[src/rtl/cpu_types_pkg.sv]
// Shared CPU types: request-unit sequencer states.
package cpu_types_pkg;

  // 2'b11 is unused and is treated as HALTED by the request unit.
  typedef enum logic [1:0] {
    FETCH  = 2'b00,
    DATA   = 2'b01,
    HALTED = 2'b10
  } ru_state_t;

endpackage

[src/rtl/sat_counter.sv]
// Saturating up-counter with synchronous clear; holds at all-ones.
module sat_counter #(
  parameter int unsigned W = 8
) (
  input  logic         clk,
  input  logic         rst,
  input  logic         clr,
  input  logic         inc,
  output logic [W-1:0] q
);
  logic [W-1:0] cnt_q, cnt_d;

  // Next count: clear wins, otherwise increment unless already saturated.
  always_comb begin
    cnt_d = cnt_q;
    if (clr) begin
      cnt_d = '0;
    end else if (inc && (cnt_q != '1)) begin
      cnt_d = cnt_q + 1'b1;
    end
  end

  // Count register with synchronous reset.
  always_ff @(posedge clk) begin
    if (rst) cnt_q <= '0;
    else     cnt_q <= cnt_d;
  end

  assign q = cnt_q;
endmodule

[src/rtl/request_unit.sv]
// Memory-request sequencer: fetch, optional data access, halt latch, timeout guard.
module request_unit
  import cpu_types_pkg::*;
#(
  parameter int unsigned CNT_W   = 32,
  parameter int unsigned TIMEOUT = 0,
  parameter int unsigned TO_W    = 16
) (
  input  logic             CLK,
  input  logic             RST,
  input  logic             ihit,
  input  logic             dhit,
  input  logic             cu_dREN,
  input  logic             cu_dWEN,
  input  logic             cu_halt,
  output logic             imemREN,
  output logic             dmemREN,
  output logic             dmemWEN,
  output logic             pc_en,
  output logic             halt,
  output logic             bus_err,
  output logic [CNT_W-1:0] stall_cnt
);
  localparam logic [TO_W-1:0] TO_LAST = TO_W'((TIMEOUT == 0) ? 0 : TIMEOUT - 1);

  ru_state_t       state_q, state_d;
  logic            op_rd_q, op_rd_d;
  logic            op_wr_q, op_wr_d;
  logic            bus_err_q, bus_err_d;
  logic [TO_W-1:0] wait_cnt;
  logic            in_fetch, in_data, waiting, timeout;

  assign in_fetch = (state_q == FETCH);
  assign in_data  = (state_q == DATA);
  assign waiting  = (in_fetch & ~ihit) | (in_data & ~dhit);
  assign timeout  = (TIMEOUT != 0) && waiting && (wait_cnt == TO_LAST);

  // Next-state, operand capture, timeout error and the Mealy PC strobe.
  always_comb begin
    state_d   = state_q;
    op_rd_d   = op_rd_q;
    op_wr_d   = op_wr_q;
    bus_err_d = bus_err_q;
    pc_en     = 1'b0;
    if (timeout) begin
      state_d   = HALTED;
      bus_err_d = 1'b1;
    end else if (in_fetch) begin
      if (ihit) begin
        if (cu_halt) begin
          state_d = HALTED;
        end else if (cu_dREN | cu_dWEN) begin
          state_d = DATA;
          op_wr_d = cu_dWEN;
          op_rd_d = cu_dREN & ~cu_dWEN;
        end else begin
          pc_en = 1'b1;
        end
      end
    end else if (in_data) begin
      if (dhit) begin
        state_d = FETCH;
        pc_en   = 1'b1;
      end
    end else begin
      // Also folds the unused encoding into HALTED.
      state_d = HALTED;
    end
    if (RST) pc_en = 1'b0;
  end

  // State and captured-access registers.
  always_ff @(posedge CLK) begin
    if (RST) begin
      state_q   <= FETCH;
      op_rd_q   <= 1'b0;
      op_wr_q   <= 1'b0;
      bus_err_q <= 1'b0;
    end else begin
      state_q   <= state_d;
      op_rd_q   <= op_rd_d;
      op_wr_q   <= op_wr_d;
      bus_err_q <= bus_err_d;
    end
  end

  sat_counter #(.W(CNT_W)) u_stall_cnt (
    .clk (CLK),
    .rst (RST),
    .clr (1'b0),
    .inc (waiting),
    .q   (stall_cnt)
  );

  sat_counter #(.W(TO_W)) u_wait_cnt (
    .clk (CLK),
    .rst (RST),
    .clr (~waiting | timeout),
    .inc (waiting),
    .q   (wait_cnt)
  );

  assign imemREN = in_fetch;
  assign dmemREN = in_data & op_rd_q;
  assign dmemWEN = in_data & op_wr_q;
  assign halt    = ~in_fetch & ~in_data;
  assign bus_err = bus_err_q;
endmodule

[config.mk]
export PLATFORM = sky130hd
export DESIGN_NAME = request_unit
export DESIGN_NICKNAME = d
export VERILOG_FILES = /design/src/rtl/cpu_types_pkg.sv /design/src/rtl/sat_counter.sv /design/src/rtl/request_unit.sv
export SDC_FILE = /design/constraint.sdc
export NUM_CORES = 1
export LEC_CHECK = 0
export CORE_MARGIN = 10
export CORE_UTILIZATION = 49
export DETAILED_ROUTE_END_ITERATION = 8
export PLACE_DENSITY = 0.79
export SLEW_MARGIN = 20
export SYNTH_ARGS = -nofsm -noshare
export SYNTH_HDL_FRONTEND = slang
export SYNTH_HIERARCHICAL = 1
export SYNTH_SLANG_ARGS = --single-unit
[constraint.sdc]
create_clock -name CLK -period 3.15 [get_ports CLK]
set_clock_uncertainty 0.2 [all_clocks]
set_input_delay 0.4725 -clock CLK [delete_from_list [all_inputs] [get_ports CLK]]
set_output_delay 0.4725 -clock CLK [all_outputs]
set_load 0.02 [all_outputs]
==> results.tsv <==
stage	metric	value	unit
power_and_ir_drop	Clock Power Share	0.387	
clock_network	Setup Fix Bufs, Post-CTS	0	
synthesis	cells after synthesis	227	
power_and_ir_drop	Internal	0.000670	W
synthesis	Yosys top cell area share	0.385	
cells_and_area	P&R area growth vs syn	34.5	%
sta	Final setup viols	0	
power_and_ir_drop	Tot Pwr	0.000876	W
clock_network	worst skew pair latency	0.29	ns
routing	vias per inst	5.83	
worst_hold_path	Min-Delay Path Class	flip-flop to flip-flop	
synthesis	Post-Synth Simple-Gate Area	0.316	
synthesis	post-synthesis cell area	0.00187	mm^2
cells_and_area	post-route cell area	0.00252	mm^2
worst_setup_path	Crit Path Class	input pin to output pin	
clock_network	cts hold-fix bufs	0	
sta	final worst-path cycle share	0.916	
die	Placeable Area	0.00369	mm^2
global_routing	first-pass GRT wire length	8420	um
die	Initial Util	0.507	
synthesis	Area contributors post-synth	dfxtp_1, or3_1, a21oi_1, nor2_1, nand2_1	
sta	max_slew headroom	0.378	
synthesis	syn avg cell area	8.24	um^2
global_routing	Remaining Overflow, GRT	0	
synthesis	main combinational cell family by area after synthesis	simple AND/OR/NAND/NOR gates	
routing	Wirelength per Cell	14.4	um
synthesis	Post-Synth Adder-Cell Area	0.00669	
synthesis	mux contribution to synthesized area	0	
status	status	finished clean	
sta	RSZ-0062 raised after global routing	false	
worst_setup_path	crit start category	input pin	
die	Die W	81.8	um
routing	Initial DRT Pass Iterations	4	
synthesis	Yosys top cell by area	dfxtp_1	
power_and_ir_drop	Sw Ratio	0.235	
die	full die area	0.00669	mm^2
power_and_ir_drop	part of the power in registers	0.532	
synthesis	prevailing post-synth register cell	dfxtp_1	
sta	fmax	0.347	GHz
clock_network	clock sinks	36	
clock_network	CTS tree	done	
synthesis	Seq cells post-synth	36	
worst_setup_path	Crit Path Max Fanout	5	
clock_network	CTS Buffer Depth	2	
placed_design	IO Port Bufs	43	
placed_design	GP Congestion	0.926	
worst_setup_path	crit end category	output pin	
die	row cnt	22	
cells_and_area	# diodes	0	
die	Vert. Die Dim	81.8	um
power_and_ir_drop	PD cells	348	mW/mm^2
synthesis	post-synthesis sequential area ratio	0.385	
global_routing	initial antenna violation count	0	
sta	pins over their slew limit	0	
sta	Fin Setup TNS	0	ns
clock_network	root buf cell	clkbuf_8	
job	Max Cap Viol	0	
cells_and_area	share of post-route cells with drive strength above 1	0.102	
global_routing	largest net degree at the start of global routing	18	
clock_network	H-tree depth	2	
routing	initial drt markers	99	
synthesis	post-synth cell types	48	
global_routing	vias in the first global route	1826	
power_and_ir_drop	Max VDD drop	0.000218	V
synthesis	Post-synth EDFFs	0	
sta	min Tclk post-route	2.88	ns
sta	Worst Tran Pin Value	0.918	ns
clock_network	clock slew at reported path FFs	0.07	ns
worst_setup_path	Worst EP arrival	2.21	ns
die	I/O pin count	45	
routing	post-route ant nets	0	
power_and_ir_drop	Leak Pwr	0.813	nW
routing	WL final	4790	um
synthesis	Synth Area in Compound Gates	0.219	
clock_network	PostCTS Resize Cnt	0	
routing	vias post-DR	1935	
global_routing	gr usage total	0.155	
worst_setup_path	Crit path required time	2.48	ns
synthesis	async set-or-reset flop fraction in the synthesized netlist	0	
power_and_ir_drop	Sw Pwr	0.000206	W
sta	worst hold margin	0.305	ns
sta	final hold vios	0	
synthesis	Ys Warns	6	
cells_and_area	Final nets	291	
routing	DRC viols	0	
synthesis	fraction of synthesized cell area in xor and xnor cells	0.0328	
cells_and_area	Fillers	315	
placed_design	dpl hpwl	3630	um
clock_network	Inserted Clock Buffers	5	
power_and_ir_drop	Comb pwr share	0.080	
placed_design	placed cell areas	0.00243	mm^2
==> power by group through the flow <==
stage | logic [W] | clock network [W] | registers [W]
after floorplan | 0.0000387 | 0 | 0.000477
after global placement | 0.0000695 | 0 | 0.000477
after detailed placement | 0.0000707 | 0 | 0.000477
after CTS | 0.0000712 | 0.000345 | 0.000467
after global routing | 0.0000777 | 0.000369 | 0.000467
final | 0.0000704 | 0.000339 | 0.000467
==> state kept, by name, indices dropped and copies added (netlist names) <==
signal / count
op_wr_q: 1
state_q: 2
op_rd_q: 1
u_stall_cnt/q: 32
==> cell type report <==
| cell class | instances | area (um^2) | share of cell area |
|---|---|---|---|
| multi-input cells | 178 | 1090 | 0.432 |
| inverters | 4 | 15.0 | 0.00597 |
| flip-flops and latches | 36 | 721 | 0.286 |
| well taps | 48 | 60.1 | 0.0239 |
| repair buffers | 58 | 543 | 0.216 |
| clock buffers | 8 | 90.1 | 0.0358 |
==> logic make-up (layout without fill, tap and decap cells) <==
kind of cell    after synthesis  after routing
simple gates                104            104
xor+xnor                      7              7
fa+ha+maj                     1              1
flops                        36             36
buf+inv                      15             70
other cells                   1              3
compound gates               63             63
==> worst max-delay path, cell delays in order <==
cell and delay, ns:
clkdlybuf4s50_1 0.47, buf_4 0.12, nor4b_4 0.28, a22oi_1 0.11, nor2_1 0.12, clkdlybuf4s50_1 0.63
==> per-stage QoR <==
stage	utilization	worst slack (ns)	std cells
6_report	0.682	0.266	332
5_1_grt	0.682	0.135	332
4_1_cts	0.682	0.251	332
3_5_place_dp	0.658	0.0107	324
3_3_place_gp	0.658	0.0719	324
2_1_floorplan	-	0.329	229
==> path summary, 6_finish.rpt <==
check	from	endpoint	slack [ns]	depth (start not counted)
worst min-delay path	u_stall_cnt/q[27]$_SDFFE_PP0P_	u_stall_cnt/q[27]$_SDFFE_PP0P_	0.31	2
worst max register to register	u_stall_cnt/q[0]$_SDFFE_PP0P_	u_stall_cnt/q[15]$_SDFFE_PP0P_	0.46	7
worst min register to register	u_stall_cnt/q[27]$_SDFFE_PP0P_	u_stall_cnt/q[27]$_SDFFE_PP0P_	0.31	2
worst max-delay path	ihit	pc_en	0.27	6
==> per-layer routing <==
layer,vias up,track usage,wire [um]
met5,-,0,0
met3,4,0.0579,414
met4,0,0.0544,47
met2,57,0.251,2250
li1,970,-,-
met1,904,0.183,2080
==> cell usage in the layout, fill, tap and decap left out, types with 9 or more instances in the layout <==
master	instances
clkdlybuf4s50_1	43
dfxtp_1	36
nor2_1	21
nand2_1	19
a21oi_1	18
buf_4	15
or3_1	15
nand3_1	12
o21ai_0	11
nand4_1	9
==> synthesized netlist by cell type (2+ instances only) <==
master / number
a41o_1: 3
buf_2: 4
o211ai_1: 3
inv_1: 4
or4_1: 4
o21ai_1: 5
and2_1: 2
a31oi_1: 4
clkbuf_1: 5
nor2_1: 21
xnor2_1: 5
nand2b_1: 2
nor3_1: 4
and3_1: 2
dfxtp_1: 36
xor2_1: 2
o31ai_1: 3
a21oi_1: 18
nor4_1: 4
or3_1: 15
nand3_1: 12
nand2_1: 19
nand4_1: 9
a211oi_1: 5
or4_4: 2
o21ai_0: 11
o311ai_0: 2
(Power assumes the default switching activity.)
